## src/rtl/genie_split_ex.sv

```systemverilog
// rtl/genie_split_ex.sv - packet-aware one-to-many fork node with per-packet destination lock
module genie_split_ex #(
  parameter int NO    = 2,
  parameter int WIDTH = 1,
  // WIDTH=0 still needs a legal vector type; the 1-bit stub lane is never driven with data
  localparam int DW   = (WIDTH > 0) ? WIDTH : 1
) (
  input  logic             clk,
  input  logic             reset,
  input  logic [DW-1:0]    i_data,
  input  logic             i_valid,
  output logic             o_ready,
  input  logic             i_eop,
  input  logic [NO-1:0]    i_mask,
  output logic [NO-1:0]    o_valid,
  output logic [NO*DW-1:0] o_data,
  output logic [NO-1:0]    o_eop,
  input  logic [NO-1:0]    i_ready
);

  generate
    if (NO < 2) begin : g_bad_no
      $error("genie_split_ex: NO must be at least 2");
    end
  endgenerate

  // r_sent marks ports that already took the current beat; r_lock_mask holds the open packet's destinations
  logic [NO-1:0] r_sent;
  logic [NO-1:0] r_lock_mask;
  logic          r_in_pkt;

  logic [NO-1:0] w_eff;
  logic [NO-1:0] w_pend;
  logic [NO-1:0] w_acc;
  logic          w_done;

  // Destinations come from the live mask only on the head beat of a packet
  assign w_eff  = r_in_pkt ? r_lock_mask : i_mask;
  assign w_pend = w_eff & ~r_sent;

  // Beat completes when no selected, still-unserved port is refusing it this cycle
  assign w_done = i_valid & ((w_pend & ~i_ready) == '0);

  // Handshake outputs are forced low while reset is asserted, regardless of inputs
  assign o_valid = reset ? ({NO{i_valid}} & w_pend) : '0;
  assign o_ready = reset & w_done;
  assign w_acc   = o_valid & i_ready;

  assign o_eop = {NO{i_eop}};

  generate
    if (WIDTH > 0) begin : g_data
      assign o_data = {NO{i_data}};
    end else begin : g_nodata
      logic w_unused_data;
      assign w_unused_data = ^i_data;
      assign o_data = '0;
    end
  endgenerate

  // Track per-port service of the current beat and open/close the packet lock on consumed beats
  always_ff @(posedge clk or negedge reset) begin
    if (!reset) begin
      r_sent      <= '0;
      r_in_pkt    <= 1'b0;
      r_lock_mask <= '0;
    end else if (w_done) begin
      r_sent <= '0;
      if (i_eop) begin
        r_in_pkt <= 1'b0;
      end else begin
        r_in_pkt    <= 1'b1;
        r_lock_mask <= w_eff;
      end
    end else begin
      // A stalled or withdrawn beat keeps its served ports so nobody sees it twice
      r_sent <= r_sent | w_acc;
    end
  end

endmodule

```

## config.mk

```make
export PLATFORM = sky130hd
export DESIGN_NAME = genie_split_ex
export DESIGN_NICKNAME = d
export VERILOG_FILES = /design/src/rtl/genie_split_ex.sv
export SDC_FILE = /design/constraint.sdc
export NUM_CORES = 1
export LEC_CHECK = 0
export CORE_AREA = 2 2 39 41
export DETAILED_ROUTE_END_ITERATION = 10
export DIE_AREA = 0 0 41 43
export GPL_TIMING_DRIVEN = 0
export PLACE_DENSITY_LB_ADDON = 0.12
export SLEW_MARGIN = 20
export SYNTH_ARGS = -nofsm -noshare
export SYNTH_HDL_FRONTEND = slang
export SYNTH_SLANG_ARGS = --single-unit
```

## constraint.sdc

```tcl
create_clock -name clk -period 2.4 [get_ports clk]
set_clock_uncertainty 0.2 [all_clocks]
set_input_delay 0.6 -clock clk [delete_from_list [all_inputs] [get_ports clk]]
set_output_delay 0.6 -clock clk [all_outputs]
set_load 0.01 [all_outputs]
```

==> results of run 1 <==
synthesized netlist by cell type:
master,instances
buf_4,4
dfrtp_1,5
o221a_2,1
nand2_2,1
or2_2,4
mux2i_1,2
nor2_1,2
nand2_1,1
a21oi_1,5
and2_2,1
nor3_1,2
mux2_1,2
metrics by stage:
step | utilization (%) | power, W
after floorplan | - | 0.000228
after global routing | 38.8 | 0.000473
after global placement | 32.8 | 0.000282
after CTS | 37.0 | 0.000427
after detailed placement | 32.8 | 0.000286
final | 38.8 | 0.000444
flip-flops by register name (all words and copies together) (netlist names):
signal	flops
r_lock_mask	2
r_sent	2
r_in_pkt	1
report_power, final:
group	total [W]	switching (W)	internal, W
Combinational	0.000190	0.0000729	0.000118
Sequential	0.000158	0.0000431	0.000115
Clock	0.0000949	0.0000322	0.0000627
final cells by class:
| type | instances | share of cell area (%) |
|---|---|---|
| well taps | 16 | 3.73 |
| clock buffers | 4 | 4.90 |
| flip-flops and latches | 5 | 23.3 |
| multi-input cells | 21 | 35.2 |
| repair buffers | 16 | 27.3 |
| plain buffers | 4 | 5.59 |
cell families (layout without fill, tap and decap cells):
kind of cell | count (synthesis) | in the layout | share of synthesized area, %
flip-flops | 5 | 5 | 42.6
multiplexers | 4 | 4 | 14.5
AO/OA/AOI/OAI | 6 | 6 | 12.3
buffers and inverters | 4 | 24 | 10.2
AND/OR/NAND/NOR | 11 | 11 | 20.4
metal layers:
metal	track usage, %	up-vias
li1	-	142
met1	11.5	129
met2	14.7	8
met3	6.28	2
met4	2.00	0
met5	0	-
timing repair:
| action | 4_1_cts | 5_1_grt |
|---|---|---|
| setup buffers | 1 | 0 |
| endpoints found under the hold margin | 0 | 5 |
| hold buffers | 0 | 1 |
| gates resized for setup | 25 | 6 |
| pin swaps | 1 | 1 |
| endpoints found under the setup margin | 5 | 3 |
worst max-delay path, delay by kind of cell:
kind | cells | cell delay [ns]
simple gates | 2 | 0.39
compound gates | 1 | 0.30
buf+inv | 2 | 0.35
worst max-delay path by stage:
stage,to,start,slack (ns),depth (start not counted)
5_1_grt,o_ready,i_ready[1],-0.06,5
6_report,o_ready,i_ready[1],-0.04,5
3_5_place_dp,o_ready,i_ready[1],-0.68,5
3_3_place_gp,o_ready,i_ready[1],-0.66,5
4_1_cts,o_ready,i_mask[0],-0.19,5
2_1_floorplan,o_ready,i_ready[1],0.23,3
==> out/qor.yml, run 1 <==
cts_tree: "done"
synth.top_cell.area_share_pct: 42.6
worstSetupEndpointType: "output pin"
hp-class: "reg2reg"
worst_path_largest_cell_delay_ns: 0.30
ys_types: 12
hold_slack_ns: 0.351
dp.final_hpwl_um: 546
cp_data_arrival_time_ns: 1.64
leakage_nw: 0.242
ff2ff_path_depth: 4
yosys_warnings: 0
fin_ws_ns: -0.0383
rrSetupSlack_ns: 0.63
netlist_area_um2: 294
syn_avg_cell_area_um2: 9.80
die_h_um: 43
gr-total-overflow: 0
wl_met1_um: 303
fin_cells: 66
final.setup.tns_ns: -0.0383
startpoint_type: "input pin"
peakVddDrop_uv: 353
insertion_delay_ns: 0.24
violations: "setup timing"
finalWirelength_um: 756
seq_area_frac_synth_pct: 42.6
top_layer_used: "met4"
rsz0062_at_grt: "yes"
seq_area_um2: 125
placementRows: 14
grt_pass1_wl_um: 1150
antenna_found_initial: 0
required_ns: 1.60
path_cells: "dlygate4sd2_1 > or2_4 > o221a_4 > and2_4 > buf_6"
ys_ff_latch: 5
drt-initial-drc-count: 3
critPathKind: "in2out"
htreeDepth: 1
clock_path_buffers: 2
nets: 60
fillCellCount: 148
reg2reg_from: "r_in_pkt"
syn_inst: 30
fin_crit_ns: 2.44
pwr_density_cell_nw_per_um2: 827
path_max_fanout: 4
insertedDiodeCount: 0
cts_sinks: 5
whs_path_depth: 1
fin_area_um2: 537
wl_met2_um: 402
setup_violations: 1
start_util_pct: 21.2
area_growth_pct: 82.6
clock-root-buffer: "clkbuf_4"
die_w_um: 41
layout_common_cells: "5 x a21oi_1, 5 x buf_4, 5 x dlygate4sd2_1, 5 x dfrtp_1, 4 x clkdlybuf4s50_1"
cap_violations: 0
die_area_um2: 1760
slew_headroom_pct: 80.7
status: "finished with violations"
drc: 0
grt_max_degree: 8
drive_gt1_share_pct: 46.0
synth_fp_nets: 39
cts_made_buffers: 3
routedWlPerCell_um: 11.5
grt_pass1_vias: 270
hp-start: "r_lock_mask[1]"
dpl-instance-area_um2: 454
fmax_ghz: 0.410
core-area_um2: 1380
grt_usage_pct: 9.80
place.port_buffers: 14
multi_input_area_um2: 189
ant_nets: 0
met3_length_um: 46
yosys-top-cells-area: "dfrtp_1 43%, buf_4 10%, a21oi_1 8.5%"
yosys.area.top_type: "dfrtp_1"
preCtsSetupSlack_ns: -0.676
boundaryPins: 16
hold_violations: 0
gp_congestion: 0.689
fin_crit_sh_pct: 102
cp_slowest_cell: "o221a_4"
finalMaxSlewViolations: 0
tightestPinTransition_ns: 0.289
hold_end: "r_lock_mask[1]"
dp_cells: 60
drt_pass1_iterations: 3
drt-vias-per-instance: 4.26
path_clk_slew_ns: 0.04
r2r_end: "r_lock_mask[0]"
num_vias: 281
Note: power is estimated with default switching activity, not from simulation.
==> run 2: changes to the inputs <==
Settings changed: ABC_AREA from default to 1.
==> run 2 against run 1 <==
Net effect:
- the run now ends clean
- synthesized area rose by 20%
- total power up 0.56%
- sequential power down 13%
- critical endpoint is now o_valid[0]
- largest cell class unchanged
- largest power group unchanged
- highest routed layer unchanged
==> out/qor.yml, run 2 <==
reg.largest.list: "r_lock_mask: 2 flops, r_sent: 2 flops, r_in_pkt: 1 flops"
htreeDepth: 1
startpoint_type: "input pin"
rsz0062_at_grt: "no"
cap_violations: 0
setup_violations: 0
tightestPinTransition_ns: 0.302
slew_headroom_pct: 79.9
syn_avg_cell_area_um2: 6.68
comb_power_share_pct: 48.2
p_seq_share_pct: 30.8
reg2reg_from: "r_in_pkt"
layout_common_cells: "11 x nand2_1, 8 x inv_1, 6 x buf_4"
internal_power_w: 0.000273
fin_crit_ns: 2.26
layout_commonest_cell: "nand2_1"
finalWirelength_um: 780
fin_crit_sh_pct: 94.0
drive_gt1_share_pct: 37.0
yosys_warnings: 0
path_clk_slew_ns: 0.04
grt_usage_pct: 10.2
cts_tree: "done"
nets: 83
antenna_found_initial: 0
drc: 0
fin_area_um2: 593
clock-root-buffer: "clkbuf_4"
rrSetupSlack_ns: 0.96
finalMaxSlewViolations: 0
seq_area_frac_synth_pct: 35.3
num_vias: 361
grt_pass1_vias: 309
hold_buffers: 0
pwr-share-clk_pct: 21.0
pwr_density_cell_nw_per_um2: 752
area_growth_pct: 67.5
die_area_um2: 1760
synth.top_cell.area_share_pct: 35.3
syn_inst: 53
cts_made_buffers: 3
core-area_um2: 1380
drt-initial-drc-count: 1
die_h_um: 43
hp-class: "in2async"
fmax_ghz: 0.443
placementRows: 14
synth_edf_count: 0
clock_path_buffers: 2
p_sw_w: 0.000174
start_util_pct: 25.6
swShare_pct: 38.9
yosys-top-cells-area: "dfrtp_1 35%, inv_1 12%, nand2_1 12%"
gr-total-overflow: 0
insertedDiodeCount: 0
insertion_delay_ns: 0.24
cp_slowest_cell: "dlygate4sd2_1"
drt_pass1_iterations: 3
hold_slack_ns: 0.149
netlist_area_um2: 354
ys_ff_latch: 5
hold_violations: 0
yosys.area.top_type: "dfrtp_1"
synth_common_cells: "11 x inv_1, 11 x nand2_1, 5 x dfrtp_1, 5 x nand3_1"
routedWlPerCell_um: 8.76
ant_nets: 0
r2r_end: "r_lock_mask[0]"
ys.flop_type: "dfrtp_1"
async_flop_share_pct: 100
place.port_buffers: 14
boundaryPins: 16
path_cells: "dlygate4sd2_1 > nand2_1 > nor2_1 > clkdlybuf4s15_2"
dp.final_hpwl_um: 598
required_ns: 1.60
cts_sinks: 5
worstSetupEndpointType: "output pin"
peakVddDrop_uv: 359
grt_pass1_wl_um: 1140
synth_fp_nets: 62
fillCellCount: 151
ys_types: 15
ff2ff_path_depth: 9
status: "completed"
finalPower_w: 0.000446
grt_max_degree: 9
critPathKind: "in2out"
path_max_fanout: 8
dpl-instance-area_um2: 514
drt-vias-per-instance: 4.06
leakage_nw: 0.339
gp_congestion: 0.728
die_w_um: 41
worst_path_largest_cell_delay_ns: 0.37
cp_data_arrival_time_ns: 1.46
[run 2: cell count changes after synthesis, sizes merged, moves of 3 or more]
cell and change:
nand2 +12, o21ai +3, nor2 +3, nand3 +6
a21oi -4, or2 -4, inv +12
[run 2: routing by layer]
| layer | global-route usage, % | vias to the layer above | share of wire (%) |
|---|---|---|---|
| met2 | 13.4 | 6 | 52 |
| met5 | 0 | - | 0 |
| met3 | 1.57 | 2 | 4.9 |
| met1 | 12.2 | 152 | 42 |
| li1 | - | 201 | - |
| met4 | 12.0 | 0 | 1.3 |
[run 2: logic make-up (layout without fill, tap and decap cells)]
| group | after synthesis | in the layout | synth area share (%) |
|---|---|---|---|
| compound gates | 4 | 4 | 5.65 |
| buf+inv | 16 | 36 | 21.2 |
| flops | 5 | 5 | 35.3 |
| simple gates | 28 | 28 | 37.8 |
[run 2: how the worst max path moves through the flow]
stage / slack (ns) / end / start / cells past startpoint
floorplan: 0.51 / o_ready / i_mask[0] / 5
global placement: -0.52 / o_ready / i_mask[0] / 7
detailed placement: -0.52 / o_ready / i_mask[0] / 7
CTS: 0.005 / o_ready / i_mask[1] / 7
global route: 0.03 / o_valid[0] / reset / 4
finish: 0.14 / o_valid[0] / reset / 4
[run 2: critical path, delay by kind of cell]
kind                   cells  cell delay [ns]
buffers and inverters      2             0.59
AND/OR/NAND/NOR            2             0.26
[run 2: through the flow]
| step | worst slack, ns | util [%] | setup TNS, ns | std cells |
|---|---|---|---|---|
| after floorplan | 0.509 | - | 0 | 53 |
| after global placement | -0.517 | 37.2 | -1.72 | 83 |
| after detailed placement | -0.523 | 37.2 | -1.72 | 83 |
| after CTS | 0.00542 | 40.1 | 0 | 88 |
| after global routing | 0.0321 | 42.9 | 0 | 89 |
| final | 0.144 | 42.9 | 0 | 89 |
[run 2: power groups by stage]
stage           clock, W  sequential (W)  combinational, W
3_3_place_gp           0        0.000136          0.000175
6_report       0.0000939        0.000137          0.000215
4_1_cts        0.0000989        0.000137          0.000192
3_5_place_dp           0        0.000136          0.000172
2_1_floorplan          0        0.000132          0.000117
5_1_grt         0.000104        0.000142          0.000243
[run 2: layout make-up]
class                           count  area [um2]  area share (%)
Timing Repair Buffer               16         148            24.9
Tap cell                           16        20.0            3.38
Inverter                           12        45.0            7.59
Multi-Input combinational cell     32         199            33.5
Buffer                              4        30.0            5.06
Sequential cell                     5         125            21.1
Clock buffer                        4        26.3            4.43
[run 2: repair_timing]
action | 4_1_cts | 5_1_grt
resized for setup | 23 | 9
endpoints found under the hold margin | 0 | 0
buffers inserted | 1 | 1
pin swaps | 4 | 4
endpoints found under the setup margin | 5 | 2
